==> src/rtl/dmem_lsu.sv <==
// dmem_lsu: byte/half/word load-store unit with read-modify-write over a word-only synchronous memory.
// Define DMEM_LSU_BOUNDS_CHECK_EN to fault word indices at or beyond DEPTH_WORDS.
module dmem_lsu #(
  parameter int DEPTH_WORDS = 1024
) (
  input  logic        clk,
  input  logic        rst,
  input  logic        i_req_valid,
  output logic        o_req_ready,
  input  logic        i_req_wen,
  input  logic [31:0] i_req_addr,
  input  logic [31:0] i_req_wdata,
  input  logic [1:0]  i_req_size,
  input  logic        i_req_unsigned,
  output logic        o_rsp_valid,
  output logic [31:0] o_rsp_rdata,
  output logic        o_rsp_fault,
  output logic        o_mem_we,
  output logic        o_mem_re,
  output logic [31:0] o_mem_addr,
  output logic [31:0] o_mem_wd,
  input  logic [31:0] i_mem_rd
);
  localparam int AW = $clog2(DEPTH_WORDS);
  typedef enum logic [2:0] {IDLE, READ, LRESP, MERGE, RESP} state_t;
  state_t state, state_nx;
  logic          wen_q, uns_q, fault_q, accept, req_fault, oob;
  logic [1:0]    size_q, off_q;
  logic [AW-1:0] idx_q;
  logic [31:0]   wdata_q, lane_m, mask, ins, merged, ext;
  logic [4:0]    sh;
  logic [7:0]    lane_b;
  logic [15:0]   lane_h;
`ifdef DMEM_LSU_BOUNDS_CHECK_EN
  assign oob = {2'b00, i_req_addr[31:2]} >= 32'(DEPTH_WORDS);
`else
  logic unused_addr;
  assign unused_addr = ^i_req_addr[31:AW+2];
  assign oob = 1'b0;
`endif
  assign accept    = i_req_valid & o_req_ready;
  assign req_fault = (i_req_size == 2'b11) | ((i_req_size == 2'b01) & i_req_addr[0]) |
                     ((i_req_size == 2'b10) & |i_req_addr[1:0]) | oob;
  always_ff @(posedge clk)
    if (rst) state <= IDLE;
    else state <= state_nx;
  always_ff @(posedge clk)
    if (accept) begin
      wen_q   <= i_req_wen;
      idx_q   <= i_req_addr[AW+1:2];
      off_q   <= i_req_addr[1:0];
      wdata_q <= i_req_wdata;
      size_q  <= i_req_size;
      uns_q   <= i_req_unsigned;
      fault_q <= req_fault;
    end
  always_comb begin
    state_nx = state;
    case (state)
      IDLE:    state_nx = !accept ? IDLE : req_fault ? RESP :
                          (i_req_wen & (i_req_size == 2'b10)) ? MERGE : READ;
      READ:    state_nx = wen_q ? MERGE : LRESP;
      MERGE:   state_nx = RESP;
      default: state_nx = IDLE;
    endcase
  end
  // Lane shift/mask shared by load extraction and store merge.
  assign sh     = size_q == 2'b00 ? {off_q, 3'b000} : {off_q[1], 4'b0000};
  assign lane_m = size_q == 2'b00 ? 32'h0000_00ff : 32'h0000_ffff;
  assign mask   = lane_m << sh;
  assign ins    = (wdata_q & lane_m) << sh;
  assign merged = size_q == 2'b10 ? wdata_q : (i_mem_rd & ~mask) | ins;
  assign lane_b = 8'(i_mem_rd >> sh);
  assign lane_h = off_q[1] ? i_mem_rd[31:16] : i_mem_rd[15:0];
  assign ext    = size_q == 2'b00 ? {{24{~uns_q & lane_b[7]}}, lane_b} :
                  size_q == 2'b01 ? {{16{~uns_q & lane_h[15]}}, lane_h} : i_mem_rd;
  assign o_req_ready = (state == IDLE) & !rst;
  assign o_mem_re    = (state == READ) & !rst;
  assign o_mem_we    = (state == MERGE) & !rst;
  assign o_mem_addr  = ((state == READ) | (state == MERGE)) & !rst ? {{(32-AW){1'b0}}, idx_q} : 32'd0;
  assign o_mem_wd    = o_mem_we ? merged : 32'd0;
  assign o_rsp_valid = ((state == RESP) | (state == LRESP)) & !rst;
  assign o_rsp_fault = (state == RESP) & fault_q & !rst;
  assign o_rsp_rdata = (state == LRESP) & !rst ? ext : 32'd0;
endmodule

==> config.mk <==
export PLATFORM = sky130hd
export DESIGN_NAME = dmem_lsu
export DESIGN_NICKNAME = d
export VERILOG_FILES = /design/src/rtl/dmem_lsu.sv
export SDC_FILE = /design/constraint.sdc
export NUM_CORES = 1
export LEC_CHECK = 0
export BUFFER_PORTS_ARGS = -buffer_cell sky130_fd_sc_hd__buf_2
export CAP_MARGIN = 20
export CORE_MARGIN = 1
export CORE_UTILIZATION = 41
export DETAILED_ROUTE_END_ITERATION = 8
export PLACE_DENSITY = 0.74
export REMOVE_ABC_BUFFERS = 1
export SYNTH_ARGS = -nofsm -noshare
export SYNTH_HDL_FRONTEND = slang
export SYNTH_SLANG_ARGS = --single-unit
==> constraint.sdc <==
create_clock -name clk -period 3.72 [get_ports clk]
set_clock_uncertainty 0.05 [all_clocks]
set_input_delay 0.372 -clock clk [delete_from_list [all_inputs] [get_ports clk]]
set_output_delay 0.372 -clock clk [all_outputs]
set_load 0.02 [all_outputs]
**After elaboration in Yosys (flattened, before gate mapping)**

Index checks and enable logic that the tools add are counted.

- Equality and inequality tests: 9
- Shift-type cells: 3
- Order comparisons: 0
- Add/sub/neg operators: 0
- Div/mod/pow operators: 0
- Bitwise gates (word level): 23
- Mux-type cells: 14
- $mul: 0
- Reduce and logical (&&, ||, !) cells: 4

Operator list:

| operator | number |
|---|---|
| $mux W32 | 5 |
| $and A32 B16 Y32 | 1 |
| $and A32 B32 Y32 | 1 |
| $mux W16 | 2 |
| $not A32 Y32 | 1 |
| $or A32 B32 Y32 | 1 |
| $shl A16 B5 Y32 | 1 |
| $shl A32 B5 Y32 | 1 |
| $shr A32 B5 Y8 | 1 |
| $and A1 B1 Y1 | 14 |
| $mux W10 | 1 |
| $pmux W3 S3 | 1 |
| $eq A2 B2 Y1 const B | 3 |
| $eq A3 B2 Y1 const B | 2 |
| $mux W3 | 2 |
| $eq A2 B1 Y1 const B | 2 |
| $mux W4 | 1 |
| $or A1 B1 Y1 | 4 |
| $eq A3 B1 Y1 const B | 1 |
| $eq A3 B3 Y1 const B | 1 |
| $logic_not A3 Y1 | 1 |
| $logic_not A2 Y1 | 1 |
| $mux W2 | 1 |
| $reduce_or A2 Y1 | 1 |
| 3 further kinds | 3 |

- RAM bits: 0
- Bits in registers: 52
- Output and inout port bits: 101
- Bits in read-only memories: 0
- Latch bits: 0
- Memories: 0
- Logic and storage cells: 61
- Bits of input ports: 103

**Depth between registers and ports, before layout**

Gate-level depths: netlist (run 1).

- Depth in word-level cells: 8
- Depth in mapped cells: 7
- Depth with buffers taken out: 5

**Worst setup path before layout (run 1)**

No wires, ideal clock.

- Path type: reg-to-reg
- Start point: register state[1]
- End point: register fault_q (enable)
- Arrival: 2.401 ns
- Setup slack: 0.858 ns
- Setup time: 0.411 ns
- Stages on the path, launching flop included: 5
- Clock period less this slack: 2.862 ns
- Data required time: 3.259 ns
- Path buffers: 1
- Cell sequence: dfxtp_1 > buf_4 > or3_1 > nor2_1 > and2_1

- Word-level cells in the longest chain between the ends: 3

Ends and longest elaborated chain:

| what | line | source |
|---|---|---|
| from (decl) | 26 | `state_t state, state_nx;` |
| from (signal assigned) | 46 | `else state <= state_nx;` |
| $logic_not A3 Y1 | 77 | `assign o_req_ready = (state == IDLE) & !rst;` |
| $and A1 B1 Y1 | 77 |  |
| via o_req_ready | 9 | `output logic o_req_ready,` |
| $and A1 B1 Y1 | 41 | `assign accept = i_req_valid & o_req_ready;` |
| to (signal assigned) | 55 | `fault_q <= req_fault;` |
| to (decl) | 27 | `logic wen_q, uns_q, fault_q, accept, req_fault, oob;` |

The timed path passes the listed nets, and every way through them passes these cells.
A chain may end at the register's enable or synchronous reset.

**Worst setup path in the final report (run 1)**

- Start point: register state[0]
- End point: output o_rsp_rdata[14]

- Word-level cells in the longest chain between the ends: 3

Ends and longest elaborated chain:

| what | line | source |
|---|---|---|
| $eq A3 B2 Y1 | 84 | `assign o_rsp_rdata = (state == LRESP) & !rst ? ext : 32'd0;` |
| $and A1 B1 Y1 | 84 |  |
| $mux W32 | 84 |  |
| to (decl) | 16 | `output logic [31:0] o_rsp_rdata,` |

No other way between the ends.

==> impl_metrics.yaml, run 1 <==
critical_path:
  crit_type: "flop to output port"
  required_ns: 3.30
  r2r_setup_slack_ns: 1.41
  critPathCaptureType: "output port"
  path_max_fanout: 21
  cp_data_arrival_time_ns: 2.70
  rr_worst_depth: 4
  timing.rr.start: "state[1]"
  r2r-end: "wdata_q[12]"
  worstSetupStartpointType: "flop"
finish:
  nFillCells: 839
  area_growth_pct: 24.43
  fin_area_um2: 4658
  utilization_pct: 53.16
  final_cell_mix: "buf_2 (161), edfxtp_1 (49), inv_1 (34), a21oi_1 (34), nand2_1 (26)"
  layout-drive-gt1-share_pct: 38.14
  final_nets: 650
  final_common_cell: "buf_2"
  n_antenna_cell: 0
timing:
  worst_pin_slew_ns: 0.8223
  slew-limit-headroom_pct: 45.18
  report.final.slew_viol_count: 0
  fmax_mhz: 320.6
  setup_violations: 0
  tns_ns: 0
  hold_viol: 0
  fin_crit_sh_pct: 83.84
  rsz0062_at_grt: "no"
  period_minus_slack_ns: 3.119
clocking:
  max-clock-path-buffers: 2
  clock-root-buffer: "clkbuf_8"
  cts.sinks: 52
  holdBufCountCts: 0
  cts_made_buffers: 5
  post_cts_buffers: 0
  clock_latency_ns: 0.30
  path_clk_slew_ns: 0.10
  cts_resized: 0
  cts_tree: "yes"
  htree_levels: 2
placement:
  dpl.hpwl_um: 8563
  io_buffers: 161
  placed_cell_area_um2: 4538
  gp_congestion: 0.8418
route:
  vias_per_cell: 5.788
  drt_pass1_iterations: 5
  remaining_drc_errors: 0
  vias: 3797
  dr.first_iter.drc_count: 272
  wirelength_um: 12190
  routedWlPerCell_um: 18.58
  ant_nets: 0
synth:
  postSynth.asyncResetShare_pct: 0
  postSynthCellCount: 403
  synth_seq_area_share_pct: 40.91
  syn_area_per_cell_um2: 9.289
  synth.distinct_cells: 45
  synth-edff-count: 49
  netlist_area_um2: 3744
  synth_warnings: 0
  synthFlopType: "edfxtp_1"
  ys_ff_latch: 52
die:
  coreArea_um2: 8763
  die_w_um: 97.56
  die_h_um: 97.56
  dieArea_um2: 9517
  initial_core_util_pct: 42.72
  boundaryPins: 204
  rows: 34
global_routing:
  track_usage_pct: 24.67
  grt-ovfl-total: 0
  grt_pass1_wl_um: 18470
  first_global_vias: 3573
  antenna_found_initial: 0
  grt_max_degree: 33
power_and_ir_drop:
  seqPwrFrac_pct: 50.6
  clkPwrFrac_pct: 29.4
  sw_frac_of_total_pct: 29.17
  p_switching_uw: 403.0
  p_per_area_nw_per_um2: 296.6
  leakagePower_nw: 2.328
  vdd_ir_drop_max_mv: 0.2195
  p_int_uw: 978.5
  combPwrFrac_pct: 20.1
worst_hold_path:
  holdPathEnd: "wdata_q[24]"
  holdPathStages: 1
  hp-start: "i_req_wdata[24]"
  worstHoldPathType: "input port to flop"
run:
  maxCapViolCount: 0
outcome:
  status: "finished clean"
## Yosys cell counts (2+ instances only)
master | n | share of area, %
and3_1 | 17 | 2.8
o211a_1 | 8 | 2.1
buf_4 | 24 | 4.8
mux2i_1 | 25 | 6.7
nor3_1 | 4 | 0.53
nor2b_1 | 10 | 1.7
nor2_1 | 13 | 1.3
nand2_1 | 26 | 2.6
a21oi_1 | 34 | 4.5
o211ai_1 | 7 | 1.4
clkbuf_1 | 25 | 2.5
a221oi_1 | 15 | 3.5
nand3_1 | 2 | 0.27
a21oi_2 | 10 | 2.3
nand2b_1 | 3 | 0.50
o21ai_0 | 9 | 1.2
a31oi_1 | 8 | 1.3
o22ai_1 | 24 | 4.0
edfxtp_1 | 49 | 39
buf_2 | 7 | 0.94
inv_1 | 34 | 3.4
o21a_1 | 8 | 1.6
dfxtp_1 | 3 | 1.6
o221a_2 | 8 | 2.4
buf_1 | 3 | 0.30
o221ai_1 | 8 | 1.9
## layout make-up
type	instances	area (um2)	area share, %
multi-input combinational	278	1833	39.35
sequential	52	1531	32.88
timing repair buffer	176	915.9	19.66
tap	108	135.1	2.901
inverter	34	127.6	2.740
clock buffer	5	68.82	1.477
clock inverter	3	46.29	0.9938
## power by group through the flow
stage / sequential (mW) / combinational (mW) / clock, mW
2_1_floorplan: 0.720 / 0.144 / 0
3_3_place_gp: 0.710 / 0.266 / 0
3_5_place_dp: 0.712 / 0.274 / 0
4_1_cts: 0.699 / 0.275 / 0.418
5_1_grt: 0.702 / 0.300 / 0.439
6_report: 0.699 / 0.277 / 0.405
## per-layer routing
layer / GRT usage (%) / routed length (um) / up-vias
met2: 42.17 / 5802 / 254
met3: 6.403 / 1333 / 17
li1: - / - / 1754
met1: 30.36 / 4870 / 1772
met5: 0 / 0 / -
met4: 7.579 / 184 / 0
## sequential cells by signal (all words and copies together), names as in the netlist
register / cells
idx_q: 10
wdata_q: 32
uns_q: 1
off_q: 2
state: 3
size_q: 2
wen_q: 1
fault_q: 1
## through the flow
stage / power [mW] / hold slack [ns] / std cells / worst slack, ns
finish: 1.381 / 0.1824 / 656 / 0.6011
global route: 1.442 / 0.1582 / 656 / 0.4423
CTS: 1.392 / 0.1716 / 655 / 0.6069
detailed placement: 0.9862 / 0.4777 / 647 / 0.8266
global placement: 0.9762 / 0.4583 / 647 / 0.9067
floorplan: 0.8647 / 0.4209 / 364 / 0.2424
## cell families after synthesis
kind of cell	count (synthesis)	synth area share (%)
AOI/OAI and AO/OA	144	27.67
other	1	0.1002
buffers and inverters	94	12.27
xor gates and xnor gates	1	0.2340
and+or+nand+nor	86	12.13
muxes	25	6.684
DFF	52	40.91
## worst max-delay path: stages (launching register included)
cell,delay (ns)
dfxtp_1,0.49
or4b_1,0.86
a21oi_4,0.27
nand2_2,0.20
a221oi_1,0.33
buf_2,0.23
## worst max-delay path by stage
stage          slack, ns  startpoint               to
2_1_floorplan       0.24   size_q[1]      o_mem_wd[0]
3_3_place_gp        0.91         rst     o_mem_wd[21]
3_5_place_dp        0.83         rst     o_mem_wd[22]
4_1_cts             0.61    state[0]  o_rsp_rdata[14]
5_1_grt             0.44    state[2]     o_mem_wd[23]
6_report            0.60    state[0]  o_rsp_rdata[14]
Note: power is estimated with default switching activity, not from simulation.
==> inputs of run 2 (changes only) <==
--- a/config.mk
+++ b/config.mk
@@ -5,12 +5,13 @@
 export SDC_FILE = /design/constraint.sdc
 export NUM_CORES = 1
 export LEC_CHECK = 0
+export ABC_AREA = 1
 export BUFFER_PORTS_ARGS = -buffer_cell sky130_fd_sc_hd__buf_2
 export CAP_MARGIN = 20
 export CORE_MARGIN = 1
 export CORE_UTILIZATION = 41
 export DETAILED_ROUTE_END_ITERATION = 8
-export PLACE_DENSITY = 0.74
+export PLACE_DENSITY = 0.77
 export REMOVE_ABC_BUFFERS = 1
 export SYNTH_ARGS = -nofsm -noshare
 export SYNTH_HDL_FRONTEND = slang
==> constraint.sdc (replaced) <==
create_clock -name clk -period 2.8 [get_ports clk]
set_clock_uncertainty 0.05 [all_clocks]
set_input_delay 0.28 -clock clk [delete_from_list [all_inputs] [get_ports clk]]
set_output_delay 0.28 -clock clk [all_outputs]
set_load 0.02 [all_outputs]
==> impl_metrics.yaml, run 2 <==
power_and_ir_drop:
  p_switching_uw: 522.4
  leakagePower_nw: 2.440
  vdd_ir_drop_max_mv: 0.3583
  clkPwrFrac_pct: 26.1
  p_int_mw: 1.189
  seqPwrFrac_pct: 53.5
  p_total_mw: 1.712
  sw_frac_of_total_pct: 30.52
  combPwrFrac_pct: 20.4
  p_per_area_nw_per_um2: 365.2
finish:
  area_growth_pct: 24.99
  stdcell_count: 810
  largestRegisters: "wdata_q (32), idx_q (10), state (3)"
  final_cell_mix: "buf_2 (161), nand2_1 (142), nor2_1 (107)"
  final_common_cell: "buf_2"
  layout-drive-gt1-share_pct: 27.64
  top_register: "wdata_q"
  final_nets: 804
  largest_register_ff_count: 32
  n_antenna_cell: 0
die:
  rows: 34
  die_w_um: 97.64
  boundaryPins: 204
  initial_core_util_pct: 42.58
  dieArea_um2: 9533
  coreArea_um2: 8806
  die_h_um: 97.64
critical_path:
  required_ns: 2.47
  cpLargestDelayFamily: "simple AND/OR/NAND/NOR gates"
  critPathCaptureType: "output port"
  worst_path_largest_cell_delay_ns: 0.63
  path_cells: "nor2_2 > nand2_1 > nor2_2 > o21ai_0 > a21oi_1 > buf_2"
  r2r_setup_slack_ns: 1.17
  path_max_fanout: 13
  critPathSlowestCell: "nor2_2"
  crit_top_cell: "nor2_2"
  crit_type: "flop to output port"
  cp_data_arrival_time_ns: 2.38
  worstSetupStartpointType: "flop"
  cp_num_buf_inv: 1
timing:
  fin_crit_sh_pct: 96.67
  worst_pin_slew_ns: 0.6209
  hold_viol: 0
  tns_ns: 0
  slew-limit-headroom_pct: 58.56
  report.final.slew_viol_count: 0
  fmax_mhz: 369.4
  setup_violations: 0
  rsz0062_at_grt: "no"
  period_minus_slack_ns: 2.707
global_routing:
  track_usage_pct: 25.28
  first_global_vias: 3841
  met3_usage_pct: 3.885
  grt-ovfl-total: 0
  grt_pass1_wl_um: 19090
  busiest_layer: "met2"
  antenna_found_initial: 0
  gr-usage-met2_pct: 43.70
  met1_usage_pct: 32.12
  grt_max_degree: 43
clocking:
  clock_latency_ns: 0.31
  cts_made_buffers: 5
  max-clock-path-buffers: 2
  cts_tree: "yes"
  htree_levels: 2
  holdBufCountCts: 0
  clock-root-buffer: "clkbuf_8"
  cts.sinks: 52
  path_clk_slew_ns: 0.10
synth:
  netlist_area_um2: 3750
  muxShareOfSynthArea_pct: 0
  ys_ff_latch: 52
  yosys-top-cells-count: "nand2_1 (142), nor2_1 (108), nand3_1 (79)"
  synthFlopType: "edfxtp_1"
  postSynthCellCount: 551
  postSynth.asyncResetShare_pct: 0
  synth_top_area_share_pct: 39.24
  synth_warnings: 0
  synth.distinct_cells: 26
  synth_top_family_by_area: "simple AND/OR/NAND/NOR gates"
  synth_most_common_cell: "nand2_1"
  synthXorXnorAreaFrac_pct: 0
  yosysTopAreaCell: "edfxtp_1"
  syn_area_per_cell_um2: 6.806
  synth_compound_area_share_pct: 9.710
  synth_area_leaders: "edfxtp_1 (39%), nand2_1 (14%), nor2_1 (11%)"
  synth-edff-count: 49
  synthAdderAreaFrac_pct: 0
  synthSimpleGateAreaFrac_pct: 37.94
  synth_seq_area_share_pct: 40.84
route:
  vias_per_cell: 5.242
  vias: 4246
  remaining_drc_errors: 27
  routedWlPerCell_um: 15.46
  drt_pass1_iterations: 9
  dr.first_iter.drc_count: 282
  ant_nets: 0
  wirelength_um: 12530
placement:
  dpl.hpwl_um: 9250
  io_buffers: 161
  gp_congestion: 0.8922
  place_inst: 800
outcome:
  status: "finished, violations left"
  failed_checks: "DRC"
run:
  maxCapViolCount: 0
worst_hold_path:
  worstHoldPathType: "input port to flop"
[run 2: changes by cell type after synthesis, moves of 10 or more]
cell      change
nor2b_1      -10
a221oi_1     -15
o21ai_0      +17
a21oi_2      -10
nor2_1       +95
clkbuf_1     -13
mux2i_1      -25
nand3_1      +77
and3_1       -17
o22ai_1      -24
nand2_1     +116
[run 2: repair_timing]
item / in CTS / in global routing
setup buffers: 0 / 0
resized for setup: 0 / 3
setup endpoints to repair: 0 / 29
hold endpoints to repair: 0 / 0
[run 2: per-layer routing]
layer	vias to the layer above	wire, um
met5	-	0
met4	0	266
met3	18	1106
met2	255	6032
met1	1916	5120
li1	2057	-
[run 2: metrics by stage]
stage	utilization, %	hold slack [ns]	area [um2]	setup slack, ns
6_report	53.23	0.08503	4687	0.09320
5_1_grt	53.23	0.07288	4687	0.01496
4_1_cts	52.98	0.08051	4666	0.08762
3_5_place_dp	51.92	0.4081	4572	0.4147
3_3_place_gp	51.92	0.4063	4572	0.4880
2_1_floorplan	-	0.2991	3528	-0.3997
[run 2: power groups by stage]
stage               logic [mW]  registers, mW  clock network (mW)
finish                   0.349          0.915               0.447
global route             0.387          0.918               0.474
CTS                      0.343          0.914               0.454
detailed placement       0.342          0.932                   0
global placement         0.333          0.931                   0
floorplan                0.187          0.933                   0
[run 2: path summary, 6_finish.rpt]
check,from,to,cells past startpoint
worst max-delay path,state[2],o_mem_wd[27],6
worst min register to register,wen_q,state[0],2
worst max register to register,state[1],wdata_q[0],4
worst min-delay path,i_req_addr[8],idx_q[6],1
[run 2: cell families (layout without fill, tap and decap cells)]
logic type	Yosys count	count (layout)
flip-flops	52	52
other	1	22
AND/OR/NAND/NOR	341	342
buffers and inverters	86	215
AO/OA/AOI/OAI	71	71
[run 2: area by class of cell]
type,instances,area (um2)
fill,891,4119
multi-input combinational,435,1883
sequential,52,1531
timing repair buffer,172,904.6
tap,108,135.1
inverter,34,131.4
clock buffer,5,68.82
clock inverter,3,25.02
timing repair inverter,1,7.507
==> inputs of run 3 (changes only) <==
--- a/config.mk
+++ b/config.mk
@@ -8,11 +8,14 @@
 export ABC_AREA = 1
 export BUFFER_PORTS_ARGS = -buffer_cell sky130_fd_sc_hd__buf_2
 export CAP_MARGIN = 20
+export CORE_ASPECT_RATIO = 0.9
 export CORE_MARGIN = 1
 export CORE_UTILIZATION = 41
 export DETAILED_ROUTE_END_ITERATION = 8
 export PLACE_DENSITY = 0.77
+export RECOVER_POWER = 25
 export REMOVE_ABC_BUFFERS = 1
+export SKIP_CTS_REPAIR_TIMING = 1
 export SYNTH_ARGS = -nofsm -noshare
 export SYNTH_HDL_FRONTEND = slang
 export SYNTH_SLANG_ARGS = --single-unit
==> impl_metrics.yaml, run 3 (same netlist as run 2, synthesis figures left out) <==
die:
  initial_core_util_pct: 42.96
  die_h_um: 92.73
  rows: 32
  dieArea_um2: 9533
  boundaryPins: 204
  coreArea_um2: 8728
  die_w_um: 102.8
global_routing:
  track_usage_pct: 25.99
  grt_pass1_wl_um: 18890
  first_global_vias: 3739
  grt_max_degree: 40
  grt-ovfl-total: 0
  antenna_found_initial: 0
finish:
  largestRegisters: "wdata_q (32), idx_q (10), state (3)"
  area_growth_pct: 26.43
  final_nets: 807
  top_register: "wdata_q"
  n_antenna_cell: 0
  final_cell_mix: "buf_2 (159), nand2_1 (142), nor2_1 (107)"
  largest_register_ff_count: 32
  final_common_cell: "buf_2"
  layout-drive-gt1-share_pct: 27.66
clocking:
  htree_levels: 2
  clock_latency_ns: 0.31
  cts.sinks: 52
  cts_made_buffers: 5
  clock-root-buffer: "clkbuf_8"
  cts_tree: "yes"
  max-clock-path-buffers: 2
  path_clk_slew_ns: 0.09
worst_hold_path:
  hp-start: "i_req_wdata[23]"
  worstHoldPathType: "input port to flop"
  holdPathEnd: "wdata_q[23]"
  holdPathStages: 1
power_and_ir_drop:
  vdd_ir_drop_max_mv: 0.3437
  leakagePower_nw: 2.471
  p_per_area_nw_per_um2: 382.1
critical_path:
  crit_top_cell: "nor2_2"
  path_max_fanout: 13
  path_cells: "nor2_2 > nand2_1 > nor2_2 > o21ai_0 > nor2_1 > buf_2"
  rr_worst_depth: 4
  r2r-end: "wdata_q[6]"
  critPathCaptureType: "output port"
  cpLargestDelayFamily: "simple AND/OR/NAND/NOR gates"
  required_ns: 2.47
  critPathSlowestCell: "nor2_2"
  timing.rr.start: "state[1]"
  worst_path_largest_cell_delay_ns: 0.63
  worstSetupStartpointType: "flop"
  cp_data_arrival_time_ns: 2.37
  crit_type: "flop to output port"
  r2r_setup_slack_ns: 1.12
  cp_num_buf_inv: 1
timing:
  rsz0062_at_grt: "no"
  fmax_mhz: 370.3
  period_minus_slack_ns: 2.700
  slew-limit-headroom_pct: 56.59
  hold_viol: 0
  fin_crit_sh_pct: 96.44
  worst_pin_slew_ns: 0.6488
  worst_slack_ns: 0.09967
  setup_violations: 0
  tns_ns: 0
  report.final.slew_viol_count: 0
route:
  wirelength_um: 12730
  vias_per_cell: 5.215
  remaining_drc_errors: 0
  dr.first_iter.drc_count: 439
  ant_nets: 0
  routedWlPerCell_um: 15.45
  drt_pass1_iterations: 5
  vias: 4297
placement:
  pre_cts_slack_ns: 0.4159
  io_buffers: 161
  dpl.hpwl_um: 9393
  gp_congestion: 0.8986
run:
  maxCapViolCount: 0
outcome:
  status: "finished clean"
-- run 3: layer usage --
layer | track usage (%) | part of all wire [%] | vias to the layer above
met3 | 4.830 | 12 | 26
met2 | 41.06 | 46 | 292
li1 | - | - | 2061
met5 | 0 | 0 | -
met4 | 9.155 | 2.2 | 0
met1 | 35.39 | 40 | 1918
-- run 3: final cells by class --
class                   instances  area, um2
fillers                       864       3988
multi-input cells             435       1883
flip-flops and latches         52       1531
repair buffers                176      928.4
well taps                     119      148.9
inverters                      34      127.6
clock buffers                   6      82.58
clock inverters                 2      38.79
-- run 3: power breakdown --
group          switching [mW]  internal, mW
Sequential             0.0222         0.894
Clock                   0.251         0.292
Combinational           0.237         0.115
-- run 3: worst max-delay path by stage --
stage / start / end / slack (ns) / cells after the start
5_1_grt: state[2] / o_mem_wd[9] / 0.01 / 6
2_1_floorplan: state[1] / fault_q / -0.40 / 3
3_5_place_dp: rst / o_mem_wd[23] / 0.42 / 9
3_3_place_gp: rst / o_mem_wd[16] / 0.50 / 9
6_report: state[2] / o_mem_wd[0] / 0.1 / 6
4_1_cts: state[2] / o_mem_wd[23] / 0.18 / 8
-- run 3: through the flow --
stage          instance area, um2  hold slack (ns)  cells  power (mW)  util [%]
2_1_floorplan                3528           0.2991    520       1.120         -
3_3_place_gp                 4616           0.4062    815       1.268     52.88
3_5_place_dp                 4616           0.4081    815       1.277     52.88
4_1_cts                      4737          0.08116    823       1.822     54.27
5_1_grt                      4741          0.07419    824       1.888     54.31
6_report                     4741          0.09057    824       1.812     54.31
